## config.mk

```make
export PLATFORM = sky130hd
export DESIGN_NAME = uart_rx_fifo_flat
export DESIGN_NICKNAME = d
export VERILOG_FILES = /design/src/rtl/uart_pkg.sv /design/src/rtl/uart_rx_fifo_if.sv /design/src/rtl/uart_fifo_mem.sv /design/src/rtl/uart_rx_fifo.sv /design/src/flat_wrapper.sv
export SDC_FILE = /design/constraint.sdc
export NUM_CORES = 1
export LEC_CHECK = 0
export ABC_CLOCK_PERIOD_IN_PS = 2400
export BUFFER_PORTS_ARGS = -buffer_cell sky130_fd_sc_hd__buf_4
export CORE_AREA = 5 5 135 188
export DETAILED_ROUTE_END_ITERATION = 8
export DIE_AREA = 0 0 140 193
export PLACE_DENSITY = 0.44
export SYNTH_ARGS = -nofsm -noshare
export SYNTH_HDL_FRONTEND = slang
export SYNTH_HIERARCHICAL = 1
export SYNTH_SLANG_ARGS = --single-unit
```

## constraint.sdc

```tcl
create_clock -name pClk -period 2.4 [get_ports pClk]
set_input_delay 0.12 -clock pClk [delete_from_list [all_inputs] [get_ports pClk]]
set_output_delay 0.12 -clock pClk [all_outputs]
set_load 0.1 [all_outputs]
```

## src/rtl/uart_pkg.sv

```systemverilog
// Shared UART constants and the occupancy-width helper used across the receive path.
package uart_pkg;

  localparam int UART_DATA_W        = 8;
  localparam int UART_RX_FIFO_DEPTH = 16;

  // Occupancy must represent 0..depth inclusive, hence one bit beyond the pointer width.
  function automatic int count_w(input int depth);
    return $clog2(depth) + 1;
  endfunction

endpackage

```

## src/rtl/uart_rx_fifo_if.sv

```systemverilog
// Receiver / register-bank side signals of the receive FIFO.
// Inputs are level or strobe sampled on the rising clock edge; outputs are valid all cycle.
interface uart_rx_fifo_if import uart_pkg::*; #(
  parameter int DEPTH  = UART_RX_FIFO_DEPTH,
  parameter int DATA_W = UART_DATA_W
) ();

  localparam int CW = count_w(DEPTH);

  logic              i_rx_done;
  logic [DATA_W-1:0] i_rx_data;
  logic              i_pop;
  logic              i_clr_ovr;
  logic [CW-1:0]     i_thresh;
  logic [DATA_W-1:0] o_rd_data;
  logic              o_empty;
  logic              o_full;
  logic [CW-1:0]     o_count;
  logic              o_overrun;
  logic              o_level_irq;

  modport master (
    output i_rx_done, i_rx_data, i_pop, i_clr_ovr, i_thresh,
    input  o_rd_data, o_empty, o_full, o_count, o_overrun, o_level_irq
  );

  modport slave (
    input  i_rx_done, i_rx_data, i_pop, i_clr_ovr, i_thresh,
    output o_rd_data, o_empty, o_full, o_count, o_overrun, o_level_irq
  );

endinterface

```

## src/rtl/uart_fifo_mem.sv

```systemverilog
// Byte storage for the receive FIFO: synchronous write, asynchronous read by address.
module uart_fifo_mem import uart_pkg::*; #(
  parameter int DEPTH  = UART_RX_FIFO_DEPTH,
  parameter int DATA_W = UART_DATA_W,
  parameter int AW     = $clog2(DEPTH)
) (
  input  logic              clk,
  input  logic              we,
  input  logic [AW-1:0]     waddr,
  input  logic [DATA_W-1:0] wdata,
  input  logic [AW-1:0]     raddr,
  output logic [DATA_W-1:0] rdata
);

  // Contents are deliberately left unreset; validity is tracked by the FIFO count.
  logic [DATA_W-1:0] mem [DEPTH];

  always_ff @(posedge clk) begin
    if (we) mem[waddr] <= wdata;
  end

  assign rdata = mem[raddr];

endmodule

```

## src/rtl/uart_rx_fifo.sv

```systemverilog
// Receive byte FIFO between the UART receiver and the APB register bank, with
// done-edge push, strobe pop, occupancy, level interrupt and sticky overrun.
module uart_rx_fifo import uart_pkg::*; #(
  parameter int DEPTH  = UART_RX_FIFO_DEPTH,
  parameter int DATA_W = UART_DATA_W
) (
  input  logic           pClk,
  input  logic           pReset,
  uart_rx_fifo_if.slave  bus
);

  localparam int AW = $clog2(DEPTH);
  localparam int CW = count_w(DEPTH);

  logic          rx_done_q;
  logic [AW-1:0] wp;
  logic [AW-1:0] rp;
  logic [CW-1:0] count;
  logic          overrun;

  logic push_req;
  logic is_empty;
  logic is_full;
  logic do_push;
  logic do_pop;
  logic ovr_evt;

  assign push_req = bus.i_rx_done & ~rx_done_q;
  assign is_empty = (count == '0);
  assign is_full  = (count == CW'(DEPTH));
  assign do_pop   = bus.i_pop & ~is_empty;
  // A full FIFO still accepts a byte when the same cycle frees a slot.
  assign do_push  = push_req & (~is_full | do_pop);
  assign ovr_evt  = push_req & is_full & ~do_pop;

  always_ff @(posedge pClk or negedge pReset) begin
    if (!pReset) begin
      rx_done_q <= 1'b0;
      wp        <= '0;
      rp        <= '0;
      count     <= '0;
      overrun   <= 1'b0;
    end else begin
      rx_done_q <= bus.i_rx_done;
      if (do_push) wp <= wp + 1'b1;
      if (do_pop)  rp <= rp + 1'b1;
      case ({do_push, do_pop})
        2'b10:   count <= count + 1'b1;
        2'b01:   count <= count - 1'b1;
        default: count <= count;
      endcase
      // Set has priority so a drop coinciding with a clear is never lost.
      if (ovr_evt)            overrun <= 1'b1;
      else if (bus.i_clr_ovr) overrun <= 1'b0;
    end
  end

  uart_fifo_mem #(
    .DEPTH  (DEPTH),
    .DATA_W (DATA_W)
  ) u_mem (
    .clk   (pClk),
    .we    (do_push),
    .waddr (wp),
    .wdata (bus.i_rx_data),
    .raddr (rp),
    .rdata (bus.o_rd_data)
  );

  assign bus.o_empty     = is_empty;
  assign bus.o_full      = is_full;
  assign bus.o_count     = count;
  assign bus.o_overrun   = overrun;
  assign bus.o_level_irq = (bus.i_thresh != '0) && (count >= bus.i_thresh);

endmodule

```

## src/flat_wrapper.sv

```systemverilog
// flat-port wrapper written by rule: the top's interface ports become plain ports
module uart_rx_fifo_flat import uart_pkg::*;
#(
  parameter int DEPTH  = UART_RX_FIFO_DEPTH,
  parameter int DATA_W = UART_DATA_W
)
  (pClk, pReset, bus_i_rx_done, bus_i_rx_data, bus_i_pop, bus_i_clr_ovr, bus_i_thresh, bus_o_rd_data, bus_o_empty, bus_o_full, bus_o_count, bus_o_overrun, bus_o_level_irq);
  uart_rx_fifo_if #(.DEPTH(DEPTH), .DATA_W(DATA_W)) bus_i ();
  input  logic pClk;
  input  logic pReset;
  input wire logic [$bits(bus_i.i_rx_done)-1:0] bus_i_rx_done;
  input wire logic [$bits(bus_i.i_rx_data)-1:0] bus_i_rx_data;
  input wire logic [$bits(bus_i.i_pop)-1:0] bus_i_pop;
  input wire logic [$bits(bus_i.i_clr_ovr)-1:0] bus_i_clr_ovr;
  input wire logic [$bits(bus_i.i_thresh)-1:0] bus_i_thresh;
  output wire logic [$bits(bus_i.o_rd_data)-1:0] bus_o_rd_data;
  output wire logic [$bits(bus_i.o_empty)-1:0] bus_o_empty;
  output wire logic [$bits(bus_i.o_full)-1:0] bus_o_full;
  output wire logic [$bits(bus_i.o_count)-1:0] bus_o_count;
  output wire logic [$bits(bus_i.o_overrun)-1:0] bus_o_overrun;
  output wire logic [$bits(bus_i.o_level_irq)-1:0] bus_o_level_irq;
  assign bus_i.i_rx_done = bus_i_rx_done;
  assign bus_i.i_rx_data = bus_i_rx_data;
  assign bus_i.i_pop = bus_i_pop;
  assign bus_i.i_clr_ovr = bus_i_clr_ovr;
  assign bus_i.i_thresh = bus_i_thresh;
  assign bus_o_rd_data = bus_i.o_rd_data;
  assign bus_o_empty = bus_i.o_empty;
  assign bus_o_full = bus_i.o_full;
  assign bus_o_count = bus_i.o_count;
  assign bus_o_overrun = bus_i.o_overrun;
  assign bus_o_level_irq = bus_i.o_level_irq;
  uart_rx_fifo #(.DEPTH(DEPTH), .DATA_W(DATA_W)) u_core (.pClk(pClk), .pReset(pReset), .bus(bus_i));
endmodule
```

# Word-level counts from Yosys, hierarchy flattened
# Memories as Yosys holds them, arrays and structs flattened.
# Index checks and enable logic that the tools add are counted.
# word_totals
mem_count	1
in_bits	18
elab_cells	34
reg_bits	15
mem_bits_rw	128
# mem_list
name	depth	word_bits	read_ports	rd_clocked_by_memory_dff	write_ports	line	source
u_core.u_mem.mem	16	8	1	0	1	uart_fifo_mem.sv:16	logic [DATA_W-1:0] mem [DEPTH];
# classes
n_reduce_logical	5
n_mux	5
bitwise_logic	10
addsub	4
order_cmp	1
eq_ne	3
# op_table
operator	count
5-bit one-hot mux with 2 select lines	1
4-bit by 1-bit adder with 4-bit output, second input constant	2
5-bit by 1-bit adder with 5-bit output, second input constant	1
1-bit bitwise AND	5
5-bit == test, second input constant	1
5-bit greater-or-equal comparator	1
5-bit zero test	1
5-bit nonzero test	1
5-bit by 1-bit subtractor with 5-bit output, second input constant	1
1-bit two-way mux	4
1-bit inverter	4
2-bit nonzero test	2
2-bit by 1-bit == test with 1-bit output, second input constant	1
2-bit == test, second input constant	1
1-bit logical AND	1
1-bit bitwise OR	1

# Logic depth before layout (Yosys ltp)
# Gate-level depths: netlist of run 1.
# depth
depth_word	7
depth_mapped	9
ltp_nobuf	9

# Hierarchy
# Netlist of run 1, hierarchy kept.
# by_module_without_submodules
mod	area_each_um2	cells_per_inst	instances
uart_fifo_mem	4987.3	221	1
uart_rx_fifo	979.7	93	1

# Least setup slack after synthesis of run 1
# No wires, ideal clock.
# synth_path
kind	reg2out
startpoint	register u_core.count[0], in the netlist u_core/bus.o_count[0]
endpoint	output bus_o_level_irq
setup_slack_ns	-1.021
path_stages_with_launch	7
arrival_ns	3.301
path_cell_list	dfrtp_1 -> inv_1 -> ha_1 -> nand2b_1 -> a211o_1 -> o211ai_1 -> a21oi_1
# synth_via
elab_chain_cells	2
# synth_lines
element	line	source
from (decl)	uart_rx_fifo.sv:18	logic [CW-1:0] count;
from (signal assigned)	uart_rx_fifo.sv:48	2'b10: count <= count + 1'b1;
from (signal assigned)	uart_rx_fifo.sv:49	2'b01: count <= count - 1'b1;
from (signal assigned)	uart_rx_fifo.sv:50	default: count <= count;
5-bit greater-or-equal comparator	uart_rx_fifo.sv:74	assign bus.o_level_irq = (bus.i_thresh != '0) && (count >= bus.i_thresh);
1-bit logical AND	uart_rx_fifo.sv:74	
to (decl)	flat_wrapper.sv:21	output wire logic [$bits(bus_i.o_level_irq)-1:0] bus_o_level_irq;
# No other way between the ends.

# Final worst setup path of run 1
# layout_path
startpoint	register u_core.count[2], in the netlist u_core/bus.o_count[2]
endpoint	register u_core.count[4], in the netlist u_core/bus.o_count[4]
# layout_via
elab_chain_cells	7
word_cells_on_any_way	13
# layout_lines
element	line	source
5-bit zero test	uart_rx_fifo.sv:29	assign is_empty = (count == '0);
1-bit inverter	uart_rx_fifo.sv:31	assign do_pop = bus.i_pop & ~is_empty;
1-bit bitwise AND	uart_rx_fifo.sv:31	
1-bit bitwise OR	uart_rx_fifo.sv:33	assign do_push = push_req & (~is_full | do_pop);
1-bit bitwise AND	uart_rx_fifo.sv:33	
2-bit by 1-bit == test with 1-bit output or 2-bit == test (tied branches)	uart_rx_fifo.sv:47	case ({do_push, do_pop})
5-bit one-hot mux with 2 select lines or 2-bit nonzero test (tied branches)	--	
# Several ways; a longest one is shown, not always the timed one.
# A chain may end at the register's enable or synchronous reset.

==> flow_metrics.env, run 1 <==
export IMPL_status="finished with violations"
export IMPL_violations="negative setup slack"
export IMPL_antenna_found_initial=0
export IMPL_cts_tree="built"
export IMPL_pre_cts_ws_ns=-0.01026
export IMPL_gp_congestion=0.7596
export IMPL_nets=427
export IMPL_synth_edf_count=128
export IMPL_yosysWarnings=6
export IMPL_tightest_slew_ns=1.011
export IMPL_power_leakage_uw=0.002666
export IMPL_drt_initial_drc_count=139
export IMPL_synthTopCellsByArea="edfxtp_1 (64%), mux4_2 (6.8%), dfrtp_1 (6.3%)"
export IMPL_placed_cell_area_sq_um=6889
export IMPL_ys_seq_area_share_pct=70.71
export IMPL_finalSetupTns_ns=-0.008474
export IMPL_cap_violations=0
export IMPL_diodes=0
export IMPL_rows=67
export IMPL_power_frac_seq_pct=29.8
export IMPL_period_share_pct=100.4
export IMPL_initial_core_util_pct=25.24
export IMPL_synth_largest_area_cell="edfxtp_1"
export IMPL_yosysTopAreaCellShare_pct=64.42
export IMPL_worst_setup_path_type="reg2reg"
export IMPL_p_sw_uw=4254
export IMPL_critPathMaxFanout=3
export IMPL_die_w_um=140
export IMPL_clock_root_buffer="clkbuf_16"
export IMPL_synthesis_area_sq_um=5967
export IMPL_cts_htree_levels=4
export IMPL_skew_ns=0.01169
export IMPL_combPwrFrac_pct=44.9
export IMPL_area_growth_pct=29.61
export IMPL_final_antenna_net_count=0
export IMPL_io_pins=35
export IMPL_overflow=0
export IMPL_core_sq_um=23640
export IMPL_path_clk_slew_ns=0.06
export IMPL_finalWirelength_um=13560
export IMPL_track_usage_pct=10.57
export IMPL_syn_inst=314
export IMPL_synth_cell_types=47
export IMPL_dieHeight_um=193
export IMPL_setup_viol=1
export IMPL_dp_cells=681
export IMPL_syn_area_per_cell_sq_um=19.00
export IMPL_stdcell_count=721
export IMPL_start_kind="flip-flop"
export IMPL_pwr_share_clk_pct=25.3
export IMPL_ys_ff_latch=143
export IMPL_intPower_uw=6447
export IMPL_grt_pass1_vias=3542
export IMPL_rsz0062_at_grt="yes"
export IMPL_syn_num_nets=343
export IMPL_dieArea_sq_um=27020
export IMPL_hold_path_class="in2reg"
export IMPL_hold_viol=0
export IMPL_drcViolationCount=0
export IMPL_cts_buffers=17
export IMPL_drt_wirelength_per_cell_um=18.81
export IMPL_cellPowerDensity_nw_per_um2=1384
export IMPL_dr_pass1_iters=4
export IMPL_critPathRequiredTime_ns=2.73
export IMPL_irDropWorstVdd_uv=1237
export IMPL_finalMaxSlewViolations=0
export IMPL_design_area_sq_um=7734
export IMPL_grt_pass1_wl_um=20970
export IMPL_clk_latency_ns=0.42
export IMPL_dp_hpwl_um=9271
export IMPL_cts_sinks=143
export IMPL_worst_slack_ns=-0.008474
export IMPL_synth_async_sr_flop_share_pct=10.49
export IMPL_layout_drive_gt1_share_pct=40.88
export IMPL_hold_ws_ns=0.01121
export IMPL_fmax_mhz=415.2
export IMPL_numPortBuffers=34
export IMPL_swShare_pct=39.75
export IMPL_grt_max_degree=33
export IMPL_post_route_min_period_ns=2.408
export IMPL_synth_ff_type="edfxtp_1"
export IMPL_cp_arrival_ns=2.74
export IMPL_viasPerCell=4.398
export IMPL_cts_buffer_depth=2
export IMPL_vias=3171
export IMPL_slew_headroom_pct=32.36
export IMPL_cp_end_kind="flip-flop"
==> registers in the layout, summed over array words and instances (netlist names) <==
| register | count |
|---|---|
| u_core/rx_done_q | 1 |
| u_core/bus.o_overrun | 1 |
| u_core/bus.o_count | 5 |
| u_core/u_mem/mem | 128 |
| u_core/wp | 4 |
| u_core/rp | 4 |
==> critical path: stages, from the launching register on <==
cell	delay, ns
dfrtp_4	0.47
or4_4	0.55
o21a_4	0.22
nand2_4	0.08
inv_4	0.05
ha_4	0.15
or2_4	0.24
o22a_1	0.19
o31a_1	0.24
o211ai_1	0.15
==> placed cells by master (no fill, tap or decap), types with 4 or more instances in the layout <==
master / Yosys / layout
buf_6: 3 / 5
edfxtp_1: 128 / 128
a22oi_1: 16 / 8
nor2_1: 17 / 11
nor2_2: 0 / 6
xnor2_1: 8 / 8
nand2_1: 17 / 13
clkinv_4: 0 / 4
buf_8: 0 / 4
buf_4: 1 / 57
clkbuf_16: 0 / 17
nand2b_1: 4 / 4
ha_1: 10 / 7
a22oi_2: 0 / 8
o211ai_1: 5 / 5
buf_12: 0 / 6
mux4_1: 14 / 10
dfrtp_4: 0 / 5
dfrtp_1: 15 / 9
inv_6: 0 / 5
mux4_2: 18 / 22
inv_1: 9 / 7
==> stage by stage <==
step,util [%],power [uW]
after floorplan,-,6420
after global placement,29.14,7535
after detailed placement,29.14,7570
after CTS,32.27,10560
after global routing,32.71,11180
final,32.71,10700
==> layout make-up <==
class                   instances  area (sq um)
clock buffers                  18         429.2
repair buffers                 75         694.4
clock inverters                14         181.4
fillers                      2306         15910
inverters                       9         38.79
multi-input cells             152          1763
well taps                     310         387.9
flip-flops and latches        143          4239
==> layer usage <==
metal	wire [um]	track usage, %	vias to the layer above
met3	357	2.566	11
met5	0	0	-
met2	7456	19.08	58
met1	5550	12.08	1645
met4	198	4.139	0
li1	-	-	1457
==> Yosys cell counts (all sizes together) (2+ instances only) <==
master,n
or4,2
nor2b,2
edfxtp,128
nor3b,2
a22oi,16
nand2b,4
a22o,2
nor3,4
xnor2,8
ha,10
nand3,3
nand3b,2
nand2,17
nand4,2
and2b,2
o211ai,5
mux4,32
dfrtp,15
clkdlybuf4s25,3
o21ai,2
a21oi,2
inv,9
buf,7
and2,2
nor2,17
==> cell families after synthesis <==
family          Yosys count  share of synthesized area, %
flops                   143                         70.71
simple gates             62                         5.578
compound gates           36                         4.635
mux                      34                         13.32
buf+inv                  19                         2.013
fa+ha+maj                11                         2.432
xor+xnor                  9                         1.321
==> power by group through the flow <==
stage	Clock (uW)	Sequential, uW	Combinational, uW
finish	2700	3190	4810
global route	2890	3220	5080
CTS	2760	3180	4620
detailed placement	0	3270	4300
global placement	0	3260	4280
floorplan	0	3540	2880
==> worst paths after layout <==
check | slack (ns) | to | cells after the start | startpoint
max reg2reg | -0.008 | u_core/bus.o_count[4] | 9 | u_core/bus.o_count[2]
max in group asynchronous | 2.08 | u_core/bus.o_count[1] | 2 | pReset
min in group asynchronous | 0.10 | u_core/bus.o_count[0] | 2 | pReset
max | -0.008 | u_core/bus.o_count[4] | 9 | u_core/bus.o_count[2]
min | 0.01 | u_core/u_mem/mem[12][6] | 1 | bus_i_rx_data[6]
min reg2reg | 0.51 | u_core/bus.o_overrun | 1 | u_core/bus.o_overrun
==> timing repair <==
item	in CTS	in global routing
cloned	0	0
endpoints found under the setup margin	15	62
buffers inserted	3	3
resized for setup	20	25
endpoints found under the hold margin	17	0
hold buffers	3	0
pin swaps	1	1
(Power assumes the default switching activity.)
==> run 2: changes to the inputs <==
--- a/constraint.sdc
+++ b/constraint.sdc
@@ -3,2 +3,2 @@
 set_output_delay 0.12 -clock pClk [all_outputs]
-set_load 0.1 [all_outputs]
+set_load 0.05 [all_outputs]
==> run 2 against run 1 <==
Compared with the run above: die area did not move; clock power is 2% lower; wire length fell by 2.3%; register-to-register slack improved by 0.03 ns; core utilization fell by 0.75 points; non-clock buffer count down 6; clock-buffer cell count fell by 1; the run now ends clean; maximum frequency increased by 1.1%.
==> flow_metrics.env, run 2 (synthesized netlist as in run 1, its figures left out) <==
export IMPL_status="complete, no violations"
export IMPL_nets=421
export IMPL_cp_arrival_ns=2.71
export IMPL_max_stage_delay_ns=0.54
export IMPL_multi_input_area_sq_um=1679
export IMPL_grt_max_degree=36
export IMPL_die_w_um=140
export IMPL_skew_ns=0.005582
export IMPL_design_area_sq_um=7557
export IMPL_slew_headroom_pct=34.95
export IMPL_cpMaxStageDelayCell="or4_4"
export IMPL_diodes=0
export IMPL_hold_path_class="in2reg"
export IMPL_critPathRequiredTime_ns=2.73
export IMPL_dieArea_sq_um=27020
export IMPL_cap_violations=0
export IMPL_antenna_found_initial=0
export IMPL_finalMaxSlewViolations=0
export IMPL_cts_buffers=17
export IMPL_crit_chain="or4_4 > o21a_4 > nand2_4 > inv_4 > ha_4 > or2_4 > o22a_1 > o31a_1 > o211ai_1"
export IMPL_grt_pass1_vias=3402
export IMPL_gp_congestion=0.7467
export IMPL_drcViolationCount=0
export IMPL_hold_viol=0
export IMPL_viasPerCell=4.421
export IMPL_rsz0062_at_grt="yes"
export IMPL_cp_end_kind="flip-flop"
export IMPL_postLayoutCoreUtil_pct=31.97
export IMPL_clk_latency_ns=0.42
export IMPL_rows=67
export IMPL_cts_sinks=143
export IMPL_numPortBuffers=34
export IMPL_layout_drive_gt1_share_pct=34.32
export IMPL_period_share_pct=99.27
export IMPL_cts_tree="built"
export IMPL_irDropWorstVdd_uv=816.9
export IMPL_post_route_min_period_ns=2.383
export IMPL_track_usage_pct=10.06
export IMPL_vias=3161
export IMPL_final_antenna_net_count=0
export IMPL_dp_cells=672
export IMPL_final_common_cell="edfxtp_1"
export IMPL_critPathMaxFanout=3
export IMPL_dieHeight_um=193
export IMPL_fmax_mhz=419.7
export IMPL_clock_root_buffer="clkbuf_16"
export IMPL_grt_pass1_wl_um=20040
export IMPL_initial_core_util_pct=25.24
export IMPL_dp_hpwl_um=8785
export IMPL_drt_wirelength_per_cell_um=18.54
export IMPL_io_pins=35
export IMPL_final_cell_mix="edfxtp_1 (128), buf_4 (57), mux4_2 (20)"
export IMPL_largest_reg_flops=128
export IMPL_cts_buffer_depth=2
export IMPL_area_growth_pct=26.65
export IMPL_placed_cell_area_sq_um=6754
export IMPL_cts_htree_levels=4
export IMPL_tightest_slew_ns=0.9721
export IMPL_worst_setup_path_type="reg2reg"
export IMPL_drt_initial_drc_count=132
export IMPL_max_flop_register="u_core/u_mem/mem"
export IMPL_nFillCells=2321
export IMPL_pre_cts_ws_ns=0.02194
export IMPL_start_kind="flip-flop"
export IMPL_cellPowerDensity_nw_per_um2=1257
export IMPL_core_sq_um=23640
export IMPL_worst_slack_ns=0.01746
export IMPL_stdcell_count=715
export IMPL_setup_viol=0
export IMPL_power_leakage_uw=0.002634
export IMPL_overflow=0
export IMPL_finalWirelength_um=13250
export IMPL_regArea_sq_um=4225
export IMPL_path_clk_slew_ns=0.06
export IMPL_dr_pass1_iters=4
## run 2: cell count changes in the layout (fill, tap and decap cells not counted), moves of 4 or more
| cell | delta |
|---|---|
| a22oi_1 | +7 |
| a22oi_2 | -7 |
| buf_8 | -4 |
| dfrtp_2 | +4 |
| dfrtp_4 | -5 |
| nor2_1 | +5 |
| nor2_2 | -5 |
## run 2: critical path, delay by kind of cell (launching register included)
kind | cells | cell delay (ns)
DFF | 1 | 0.40
adders and majority gates | 1 | 0.15
AOI/OAI and AO/OA | 4 | 0.83
buffers and inverters | 1 | 0.05
and+or+nand+nor | 3 | 0.86
## run 2: repair_timing
| action | in CTS | in global routing |
|---|---|---|
| hold endpoints to repair | 29 | 0 |
| hold buffers | 4 | 0 |
| pin swaps | 0 | 4 |
| endpoints found under the setup margin | 8 | 17 |
| setup buffers | 1 | 3 |
| gates resized for setup | 0 | 12 |
| gates cloned | 1 | 2 |
## run 2: layout make-up
type / instances / area share, %
Inverter: 9 / 0.4801
Clock inverter: 15 / 2.318
Sequential cell: 143 / 55.91
Clock buffer: 17 / 5.629
Multi-Input combinational cell: 152 / 22.22
Tap cell: 310 / 5.132
Timing Repair Buffer: 69 / 8.311
## run 2: stage by stage
stage	TNS, ns	power, uW	hold WS, ns
after global routing	-0.1485	9977	0.01319
final	0	9503	0.01789
after floorplan	-1.172	5553	-0.1756
after global placement	0	6587	-0.009281
after detailed placement	0	6624	-0.004486
after CTS	-0.02616	9397	0.005296
## run 2: final timing paths
kind / from / end / cells past startpoint / slack (ns)
hold / removal: bus_i_rx_data[1] / u_core/u_mem/mem[14][1] / 1 / 0.02
min in group asynchronous: pReset / u_core/bus.o_overrun / 2 / 0.10
hold reg to reg: u_core/bus.o_overrun / u_core/bus.o_overrun / 1 / 0.50
max in group asynchronous: pReset / u_core/bus.o_count[0] / 2 / 2.10
setup reg to reg: u_core/bus.o_count[1] / u_core/bus.o_count[4] / 9 / 0.02
setup / recovery: u_core/bus.o_count[1] / u_core/bus.o_count[4] / 9 / 0.02
## run 2: power by group
group          internal (uW)  switching (uW)  total [uW]
clock network           1570            1080        2650
registers               2950             195        3150
logic                   1600            2100        3700
## run 2: routing by layer
metal	global-route usage (%)	up-vias	routed length, um	share of wire, %
li1	-	1446	-	-
met1	11.06	1651	5417	41
met2	18.86	53	7336	55
met3	2.467	11	328	2.5
met4	3.579	0	170	1.3
met5	0	-	0	0
==> run 3: changes to the inputs <==
- GPL_TIMING_DRIVEN: default -> 0
- SETUP_SLACK_MARGIN: default -> 0.5
==> run 3 against run 2 <==
Compared with the run above: the run now ends with negative setup slack left; clock skew rose by 0.0039 ns; clock-buffer cell count up 1; sequential share of layout area decreased by 3.9 points; core utilization is 2.4 points higher; total power grew 9.8%; clock power about the same; global-route usage up 0.79 points; design area increased by 7.5%; critical path type unchanged.
==> flow_metrics.env, run 3 (synthesized netlist as in run 1, its figures left out) <==
export IMPL_core_sq_um=23640
export IMPL_dp_hpwl_um=8922
export IMPL_gp_congestion=0.7616
export IMPL_worst_setup_path_type="reg2reg"
export IMPL_r2r_end="u_core/bus.o_count[4]"
export IMPL_track_usage_pct=10.85
export IMPL_setup_worst_path_start="u_core/bus.o_count[1]"
export IMPL_cp_arrival_ns=2.73
export IMPL_r2r_cells=9
export IMPL_design_area_sq_um=8127
export IMPL_clock_root_buffer="clkbuf_16"
export IMPL_irDropWorstVdd_uv=1456
export IMPL_cp_end_kind="flip-flop"
export IMPL_tightest_slew_ns=0.8059
export IMPL_drt_wirelength_per_cell_um=19.16
export IMPL_numPortBuffers=34
export IMPL_grt_max_degree=17
export IMPL_nFillCells=2290
export IMPL_nets=431
export IMPL_cts_sinks=143
export IMPL_drt_initial_drc_count=179
export IMPL_final_common_cell="edfxtp_1"
export IMPL_cts_buffer_depth=2
export IMPL_hold_viol=0
export IMPL_dr_pass1_iters=4
export IMPL_path_clk_slew_ns=0.06
export IMPL_start_kind="flip-flop"
export IMPL_largest_reg_flops=128
export IMPL_cellPowerDensity_nw_per_um2=1284
export IMPL_setup_viol=1
export IMPL_critPathMaxFanout=3
export IMPL_cap_violations=0
export IMPL_vias=3212
export IMPL_period_share_pct=100.1
export IMPL_dieHeight_um=193
export IMPL_violations="negative setup slack"
export IMPL_die_w_um=140
export IMPL_power_leakage_uw=0.002738
export IMPL_overflow=0
export IMPL_rows=67
export IMPL_reg2reg_setup_slack_ns=-0.002
export IMPL_endpoint="u_core/bus.o_count[4]"
export IMPL_cts_tree="built"
export IMPL_final_antenna_net_count=0
export IMPL_hold_path_class="in2reg"
export IMPL_rsz0062_at_grt="yes"
export IMPL_finalMaxSlewViolations=0
export IMPL_max_flop_register="u_core/u_mem/mem"
export IMPL_slew_headroom_pct=46.07
export IMPL_io_pins=35
export IMPL_diodes=0
export IMPL_dieArea_sq_um=27020
export IMPL_skew_ns=0.009521
export IMPL_critPathRequiredTime_ns=2.73
export IMPL_cts_htree_levels=4
export IMPL_worst_slack_ns=-0.001720
export IMPL_post_route_min_period_ns=2.402
export IMPL_status="finished with violations"
export IMPL_grt_pass1_wl_um=21450
export IMPL_fmax_mhz=416.4
export IMPL_rr_startpoint="u_core/bus.o_count[1]"
export IMPL_layout_drive_gt1_share_pct=48.67
export IMPL_viasPerCell=4.430
export IMPL_clk_latency_ns=0.41
export IMPL_hold_ws_ns=0.01675
export IMPL_cts_buffers=17
export IMPL_grt_pass1_vias=3554
export IMPL_placed_cell_area_sq_um=6658
export IMPL_finalWirelength_um=13890
export IMPL_final_cell_mix="edfxtp_1 (128), buf_4 (37), mux4_2 (31)"
export IMPL_antenna_found_initial=0
export IMPL_area_growth_pct=36.19
export IMPL_initial_core_util_pct=25.24
export IMPL_drcViolationCount=0
==> run 3: cell types whose count changed in the layout (fill, tap and decap cells not counted), sizes merged <==
cell and change:
dlygate4sd3 -2, clkbuf -1, buf +11, clkdlybuf4s25 +3
clkinvlp +1, bufinv +1, inv -4, clkinv +1
==> run 3: layer usage <==
metal  global-route usage (%)  up-vias  wire length [um]
met4                    4.512        0               375
met1                    12.63     1665              5677
li1                         -     1459                 -
met3                    2.689       16               464
met2                    19.17       72              7372
met5                        0        -                 0
==> run 3: final cells by class <==
cell class                      count  area (sq um)  share of cell area, %
Clock inverter                     14         182.7                  2.248
Inverter                            9         43.79                 0.5389
Buffer                             10         132.6                  1.632
Sequential cell                   143          4228                  52.02
Tap cell                          310         387.9                  4.773
Timing Repair Buffer               69         787.0                  9.684
Clock buffer                       18         429.2                  5.281
Multi-Input combinational cell    152          1936                  23.82
==> run 3: power breakdown <==
part / leakage (uW) / internal, uW / total, uW / switching, uW
Combinational: 0.00112 / 2090 / 4490 / 2400
Clock: 0.000293 / 1650 / 2670 / 1020
Sequential: 0.00133 / 2960 / 3270 / 311
Total: 0.00274 / 6700 / 10400 / 3730
==> run 3: critical path, stage by stage, from the launching register on <==
cell,delay [ns]
dfrtp_2,0.42
or4_4,0.55
o21a_4,0.23
nand2_4,0.08
inv_6,0.04
ha_4,0.15
or2_4,0.24
o22a_1,0.21
o31a_1,0.25
o211ai_1,0.15
==> run 3: worst min-delay path by stage <==
stage | startpoint | to | cells past startpoint
after floorplan | pReset | u_core/bus.o_count[0] | 0
after global placement | pReset | u_core/bus.o_overrun | 1
after detailed placement | pReset | u_core/bus.o_overrun | 1
after CTS | bus_i_clr_ovr | u_core/bus.o_overrun | 3
after global routing | bus_i_clr_ovr | u_core/bus.o_overrun | 3
final | bus_i_clr_ovr | u_core/bus.o_overrun | 3
==> run 3: timing repair <==
action	4_1_cts	5_1_grt
cloned	3	0
gates resized for setup	99	19
hold buffers	2	0
pin swaps	29	21
setup endpoints to repair	143	128
hold endpoints to repair	16	0
buffers inserted	26	4
==> run 3: per-stage QoR <==
step           setup WS [ns]    TNS, ns  total power (uW)  util [%]  instances
6_report           -0.001720  -0.001720             10430     34.38        725
3_3_place_gp         -0.5997     -51.80              6577     28.16        658
4_1_cts            -0.008893  -0.008893             10430     33.82        721
3_5_place_dp         -0.6425     -52.80              6615     28.16        658
5_1_grt             -0.05316   -0.05316             10930     34.38        725
2_1_floorplan        -0.1477     -1.167              5574         -        314
